<file path="config.mk">
export PLATFORM = sky130hd
export DESIGN_NAME = mlab_rd_prefetch
export DESIGN_NICKNAME = d
export VERILOG_FILES = /design/src/rtl/mlab_rd_prefetch.sv
export SDC_FILE = /design/constraint.sdc
export NUM_CORES = 1
export LEC_CHECK = 0
export BUFFER_PORTS_ARGS = -buffer_cell sky130_fd_sc_hd__buf_4
export CORE_MARGIN = 2
export CORE_UTILIZATION = 51
export DETAILED_ROUTE_END_ITERATION = 12
export PLACE_DENSITY = 0.8
export SLEW_MARGIN = 40
export SYNTH_ARGS = -nofsm -noshare
export SYNTH_HDL_FRONTEND = slang
export SYNTH_SLANG_ARGS = --single-unit
</file>
<file path="constraint.sdc">
create_clock -name rclk -period 3.81 [get_ports rclk]
set_input_delay 0 -clock rclk [delete_from_list [all_inputs] [get_ports rclk]]
set_output_delay 0 -clock rclk [all_outputs]
set_load 0.05 [all_outputs]
</file>
<file path="src/rtl/mlab_rd_prefetch.sv">
// mlab_rd_prefetch
//   Read-side prefetcher for an MLAB-style RAM with a registered read port.
//   Keeps a 2-entry output buffer topped up from the RAM so that a
//   valid/ready consumer sees one word per cycle with the RAM's read
//   latency hidden.
//
// Parameters
//   WIDTH       data word width
//   ADDR_WIDTH  RAM address width (depth = 2**ADDR_WIDTH)
//
// Ports
//   rclk      in   single clock of the block
//   rst       in   asynchronous active-high reset
//   wptr      in   binary write pointer (ADDR_WIDTH+1), already in rclk domain
//   flush     in   drop everything unread, read pointer jumps to wptr
//   re        out  RAM read enable
//   raddr     out  RAM read address
//   mem_dout  in   RAM read data, valid one rclk after re
//   rptr      out  read pointer back to the write side
//   m_valid   out  output word valid
//   m_ready   in   consumer accepts word
//   m_data    out  output word
//
// Configuration
//   MLAB_RD_GRAY_EN  defined: rptr is a registered Gray code of the read
//                    pointer; undefined: rptr is the binary read pointer.

module mlab_rd_prefetch #(
  parameter int WIDTH      = 8,
  parameter int ADDR_WIDTH = 5
) (
  input  logic                  rclk,
  input  logic                  rst,
  input  logic [ADDR_WIDTH:0]   wptr,
  input  logic                  flush,
  output logic                  re,
  output logic [ADDR_WIDTH-1:0] raddr,
  input  logic [WIDTH-1:0]      mem_dout,
  output logic [ADDR_WIDTH:0]   rptr,
  output logic                  m_valid,
  input  logic                  m_ready,
  output logic [WIDTH-1:0]      m_data
);

  logic [ADDR_WIDTH:0]       rp, rp_nxt;
  logic [1:0]                occ;    // words held in the buffer
  logic                      inf;    // a RAM read returns this cycle
  logic                      hd;     // buffer head slot
  logic                      tail;   // slot the returning word lands in
  logic [1:0][WIDTH-1:0]     ent_q;
  logic                      empty, pop;
  logic [2:0]                lvl;

  assign empty   = (rp == wptr);
  assign m_valid = (occ != 2'd0);
  assign pop     = m_valid & m_ready;
  assign m_data  = ent_q[hd];
  assign raddr   = rp[ADDR_WIDTH-1:0];

  // Occupancy the buffer will have after this edge if no new read is issued;
  // a new read is allowed only if its word will still find a free slot.
  assign lvl = {1'b0, occ} + {2'b00, inf} - {2'b00, pop};
  assign re  = !empty && !flush && !rst && (lvl < 3'd2);

  // Two slots: tail is head when empty or full, the other slot when occ=1.
  assign tail = hd ^ occ[0];

  assign rp_nxt = flush ? wptr : rp + {{ADDR_WIDTH{1'b0}}, re};

  always_ff @(posedge rclk or posedge rst) begin
    if (rst) begin
      rp    <= '0;
      occ   <= 2'd0;
      inf   <= 1'b0;
      hd    <= 1'b0;
      ent_q <= '0;
    end else begin
      rp <= rp_nxt;
      if (flush) begin
        // Returning word (if any) is simply not captured.
        occ <= 2'd0;
        inf <= 1'b0;
        hd  <= 1'b0;
      end else begin
        inf <= re;
        if (inf) ent_q[tail] <= mem_dout;
        if (pop) hd <= ~hd;
        occ <= occ + {1'b0, inf} - {1'b0, pop};
      end
    end
  end

`ifdef MLAB_RD_GRAY_EN
  logic [ADDR_WIDTH:0] rptr_q;

  always_ff @(posedge rclk or posedge rst) begin
    if (rst) rptr_q <= '0;
    else     rptr_q <= rp_nxt ^ (rp_nxt >> 1);
  end

  assign rptr = rptr_q;
`else
  assign rptr = rp;
`endif

endmodule
</file>
After elaboration in Yosys (flattened, before gate mapping):

Index checks and enable logic that the tools add are counted.

* $add $sub $neg: 5
* eq/ne operators: 1
* bitwise logic cells: 4
* magnitude comparators: 4
* reductions and logical operators: 10
* muxes and demuxes: 10

Operators by type and width (number)
* 8-bit two-way mux: 3
* 16-bit bitwise mux: 1
* 8-bit demux with 1-bit select: 1
* 6-bit by 1-bit adder with 6-bit output: 1
* 6-bit == test: 1
* 6-bit two-way mux: 1
* 1-bit logical AND: 4
* 1-bit by 2-bit < comparator with 1-bit output, second input constant: 2
* 2-bit nonzero test: 2
* 2-bit by 1-bit adder with 3-bit output: 1
* 1-bit zero test: 3
* 3-bit by 2-bit < comparator with 1-bit output, second input constant: 1
* 1-bit two-way mux: 3
* 3-bit by 1-bit subtractor with 3-bit output: 1
* 2-bit by 1-bit adder with 2-bit output: 1
* 2-bit two-way mux: 1
* 1-bit NOT: 2
* 2-bit AND reduction: 1
* 2-bit by 1-bit subtractor with 2-bit output: 1
* 1-bit AND: 1
* 1-bit >= comparator, second input constant: 1
* 1-bit bitwise XOR: 1

* logic and storage cells: 40
* input bits: 18
* flip-flop bits (word level): 26

Logic depth before layout (Yosys ltp):

* depth after elaboration: 7
* gate-level depth with buffers: 14

Least setup slack after synthesis:

OpenSTA, ideal clock, no wires.

* path type: register to register
* from: reg occ[0]
* to: reg rp[5], in the netlist rptr[5]
* arrival: 3515 ps
* library setup time: 69 ps
* path buffers: 0
* cell stages (with the launch flop): 14
* path slack: 225 ps
* required time: 3741 ps
* path through: dfrtp_1 o21a_1 ha_1 inv_1 ha_1 inv_1 fa_1 xnor2_1 nand3_1 a21oi_1 ha_1 nand2_1 or4_1 nand3_1

* word-level cells in the longest chain between the ends: 7

RTL lines
* start: declaration: RTL line 46 `logic [1:0] occ;`
* start signal: assignment: RTL line 88 `occ <= occ + {1'b0, inf} - {1'b0, pop};`
* branches (longest 2 deep; another with 2-bit by 1-bit adder with 3-bit output)
* 3-bit by 1-bit subtractor with 3-bit output (*): RTL line 62 `assign lvl = {1'b0, occ} + {2'b00, inf} - {2'b00, pop};`
* 3-bit by 2-bit < comparator with 1-bit output (*): RTL line 63 `assign re = !empty && !flush && !rst && (lvl < 3'd2);`
* 1-bit logical AND (*): RTL line 63
* named net re: RTL line 36 `output logic re,`
* 6-bit by 1-bit adder with 6-bit output (*): RTL line 68 `assign rp_nxt = flush ? wptr : rp + {{ADDR_WIDTH{1'b0}}, re};`
* 6-bit two-way mux (*): RTL line 68
* named net rp_nxt[5]: RTL line 45 `logic [ADDR_WIDTH:0] rp, rp_nxt;`
* end signal: assignment: RTL line 78 `rp <= rp_nxt;`
* end: declaration: RTL line 45

Mark *: on every way through the listed nets, which the timed path passes.
A chain may end at the register's enable or synchronous reset.

Worst setup path after layout:

* from: reg occ[0]
* to: reg rp[5], in the netlist rptr[5]

* word-level cells in the longest chain between the ends: 7

RTL lines (RTL line)
* branches (longest 2 deep; another with 2-bit by 1-bit adder with 3-bit output)
* 3-bit by 1-bit subtractor with 3-bit output (*): 62
* 3-bit by 2-bit < comparator with 1-bit output (*): 63
* 1-bit logical AND (*): 63
* 6-bit by 1-bit adder with 6-bit output (*): 68
* 6-bit two-way mux (*): 68
* named net rp_nxt[5]: 45

Marks and branches as above.

==> key figures <==
Worst setup path
  • Reg2Reg Launch Point: occ[0]$_DFF_PP0_
  • CP max FO: 4
  • Reg-to-Reg End: rptr[5]$_DFF_PP0_
  • WP data required: 4.08 ns
  • Reg-to-reg slack, setup: 0.76 ns
  • Worst Reg-to-Reg Cells: 13
  • CP startpoint: occ[0]$_DFF_PP0_
  • Startpoint types: register
  • CP Capture Point: rptr[5]$_DFF_PP0_
  • Arr. time, crit path: around 3.3 ns
  • Crit path kind: register to register
  • Critical Path End Type: register

Floorplanning
  • Initial Util: 54.4%
  • Die Area: 3120 um2
  • Core area: 2520 um2
  • Die span in y: approximately 56 um
  • Row cnt: 18
  • IO Pins: 39
  • DIE WIDTH: 55.9 um

STA
  • Setup TNS: 0 ns
  • Final setup fails: 0
  • Fmax: roughly 330 MHz
  • Clk_skew: 0.00424 ns
  • Hold Vio Cnt, Final: 0
  • Final Max Slew Viols: 0
  • Final critical-path share of the clock period: 80.0%
  • Setup WS post-layout: 0.762 ns
  • Fin crit period: 3.05 ns
  • Worst slew pin tran: 0.574 ns
  • RSZ-0062 raised after global routing: false
  • Slew HR: 61.7%

Yosys
  • Synth area leaders: dfrtp_1 (47%), mux2_2 (21%), xor2_1 (5.1%)
  • Yosys Warn Count: 0
  • Mapped Area: 1370 um2
  • Syn Nets: 132
  • Area share of the largest cell type after synthesis: 47.4%
  • Cell taking the most area after synthesis: dfrtp_1
  • Post-synthesis sequential area ratio: 47.4%
  • Post-synth top cells: dfrtp_1 (26), mux2_2 (26), xor2_1 (8)
  • Gate count of the mapped netlist: 109
  • Most used flip-flop cell after synthesis: dfrtp_1
  • #FFs+latches synth: 26
  • Async set-reset flop share out of synthesis: 100%
  • Synth cell types: 23
  • Synthesized area per cell: 12.6 um2
  • Post-synth EDFFs: 0

Detailed routing
  • DR WL/cell: 14.7 um
  • # DRC: 0
  • Detailed Route WL: 2780 um
  • First-pass DRT Iterations: 4
  • Iter 0 DRT Violations: 27
  • Via count: just under 1000
  • Vias per cell: approximately 5.2
  • Post-route ant nets: 0

Final layout
  • FILL cells: 179
  • Diodes inserted: 0
  • Total Nets Final: 183
  • Area Growth Syn to Fin: 34.4%
  • Share of layout cells above drive strength 1: 45.9%
  • Final instance area: between 1500 and 2000 um2

Place
  • Port bufs: 38
  • DP Worst Slack: 0.824 ns
  • Gpl congestion: 0.689
  • Placed standard-cell area: approximately 1600 um2
  • Hpwl dp: 1910 um

CTS
  • CTS tree: done
  • H-Tree Depth: 1
  • CTS sink cnt: 26
  • Clk pin slew, worst setup/hold paths: approximately 0.15 ns
  • Clk Latency, worst-skew pair: around 0.32 ns
  • CTS Root Cell: clkbuf_4
  • Num CTS Buffers: 3
  • CTS resizes: 0
  • Clock tree buffer depth: 2
  • # hold bufs at CTS: 16
  • Post-CTS setup buffer count: 0

Pwr
  • Total power density per cell area: 838 nW/um2
  • Leak pwr: just under 0.9 nW
  • Worst vdd ir: 0.691 mV

GRT
  • Gr ovfl total: 0
  • First-pass GRT wire length: 4550 um
  • Number of global-route vias before repair: 994
  • Pin count of the biggest net entering global routing: 27
  • GRT Overall Usage: 18.6%
  • Antenna violations before repair: 0

Hold path
  • HP Class: input port to register
  • Hold path cells: 4

Status
  • Status: finished, final reports clean

Job
  • Max-Cap Viols: 0
-- how the worst min path moves through the flow --
stage | start | end | slack [ns]
2_1_floorplan | rst | ent_q[0]$_DFFE_PP0P_ | 0.04
4_1_cts | m_ready | hd$_DFFE_PP0P_ | 0.08
3_3_place_gp | wptr[3] | rptr[3]$_DFF_PP0_ | 0.22
6_report | m_ready | hd$_DFFE_PP0P_ | 0.08
5_1_grt | m_ready | hd$_DFFE_PP0P_ | 0.09
3_5_place_dp | rst | occ[1]$_DFF_PP0_ | 0.09
-- worst max-delay path, cell delays in order, from the launching register on --
cell and delay (ns):
dfrtp_1 0.49, o21a_1 0.23, ha_1 0.28, inv_1 0.06, ha_1 0.13, inv_1 0.05
fa_1 0.37, xnor2_1 0.16, nand3_1 0.11, a21oi_1 0.21, ha_1 0.24, nand2_1 0.08
or4_1 0.49, nand3_1 0.10
-- per-stage QoR --
| stage | util, % | power [mW] | hold WS [ns] | std cells |
|---|---|---|---|---|
| finish | 73.1 | 1.54 | 0.0805 | 189 |
| global route | 73.1 | 1.62 | 0.0942 | 189 |
| CTS | 73.1 | 1.55 | 0.0812 | 189 |
| detailed placement | 64.7 | 1.35 | 0.0924 | 169 |
| global placement | 64.7 | 1.33 | 0.224 | 169 |
| floorplan | - | 1.14 | 0.0400 | 109 |
-- flip-flops by register name, indices dropped and copies added (netlist names) --
| register | flops |
|---|---|
| ent_q | 16 |
| rptr | 6 |
| occ | 2 |
| hd | 1 |
| inf | 1 |
-- per-layer routing --
| layer | up-vias | global-route usage (%) | share of wire (%) |
|---|---|---|---|
| met5 | - | 0 | 0 |
| met4 | 0 | 6.12 | 0.36 |
| met3 | 2 | 2.79 | 3.6 |
| met2 | 19 | 30.4 | 52 |
| met1 | 498 | 25.3 | 44 |
| li1 | 465 | - | - |
-- where the power goes --
group / switching, mW / internal (mW) / total (mW)
sequential: 0.0964 / 0.390 / 0.486
combinational: 0.516 / 0.352 / 0.868
clock: 0.0844 / 0.106 / 0.191
-- placed cells by master (no fill, tap or decap) --
cell type / synthesis / routed
nor2b_1: 2 / 2
dfrtp_1: 26 / 26
inv_2: 0 / 1
nand2_1: 5 / 5
dlygate4sd3_1: 0 / 16
nand3b_2: 1 / 1
fa_1: 1 / 1
nor2_1: 4 / 4
a21oi_1: 2 / 2
inv_1: 4 / 3
bufinv_16: 0 / 1
o21ai_0: 4 / 4
nand3_1: 5 / 5
xor2_1: 8 / 8
buf_4: 5 / 38
or2_2: 1 / 1
xnor2_1: 3 / 3
mux2_2: 26 / 26
ha_1: 4 / 4
or4_1: 1 / 1
clkbuf_4: 0 / 3
nor3_4: 1 / 1
o21a_1: 1 / 1
xnor2_4: 1 / 1
nor4_1: 1 / 1
-- logic make-up (layout without fill, tap and decap cells) --
kind of cell / after synthesis / count (layout) / synth area share (%)
simple gates: 21 / 21 / 8.66
buf+inv: 12 / 62 / 5.74
compound gates: 7 / 7 / 2.74
mux: 26 / 26 / 21.3
flops: 26 / 26 / 47.4
fa+ha+maj: 5 / 5 / 5.11
xor+xnor: 12 / 12 / 9.03
-- layout make-up --
class                   instances  area (um2)  area share, %
flip-flops and latches         26         651           35.3
repair buffers                 54         445           24.2
clock buffers                   3        22.5           1.22
clock inverters                 1        30.0           1.63
multi-input cells              71         643           34.9
inverters                       4        15.0          0.814
well taps                      30        37.5           2.04
Note: power is estimated with default switching activity, not from simulation.
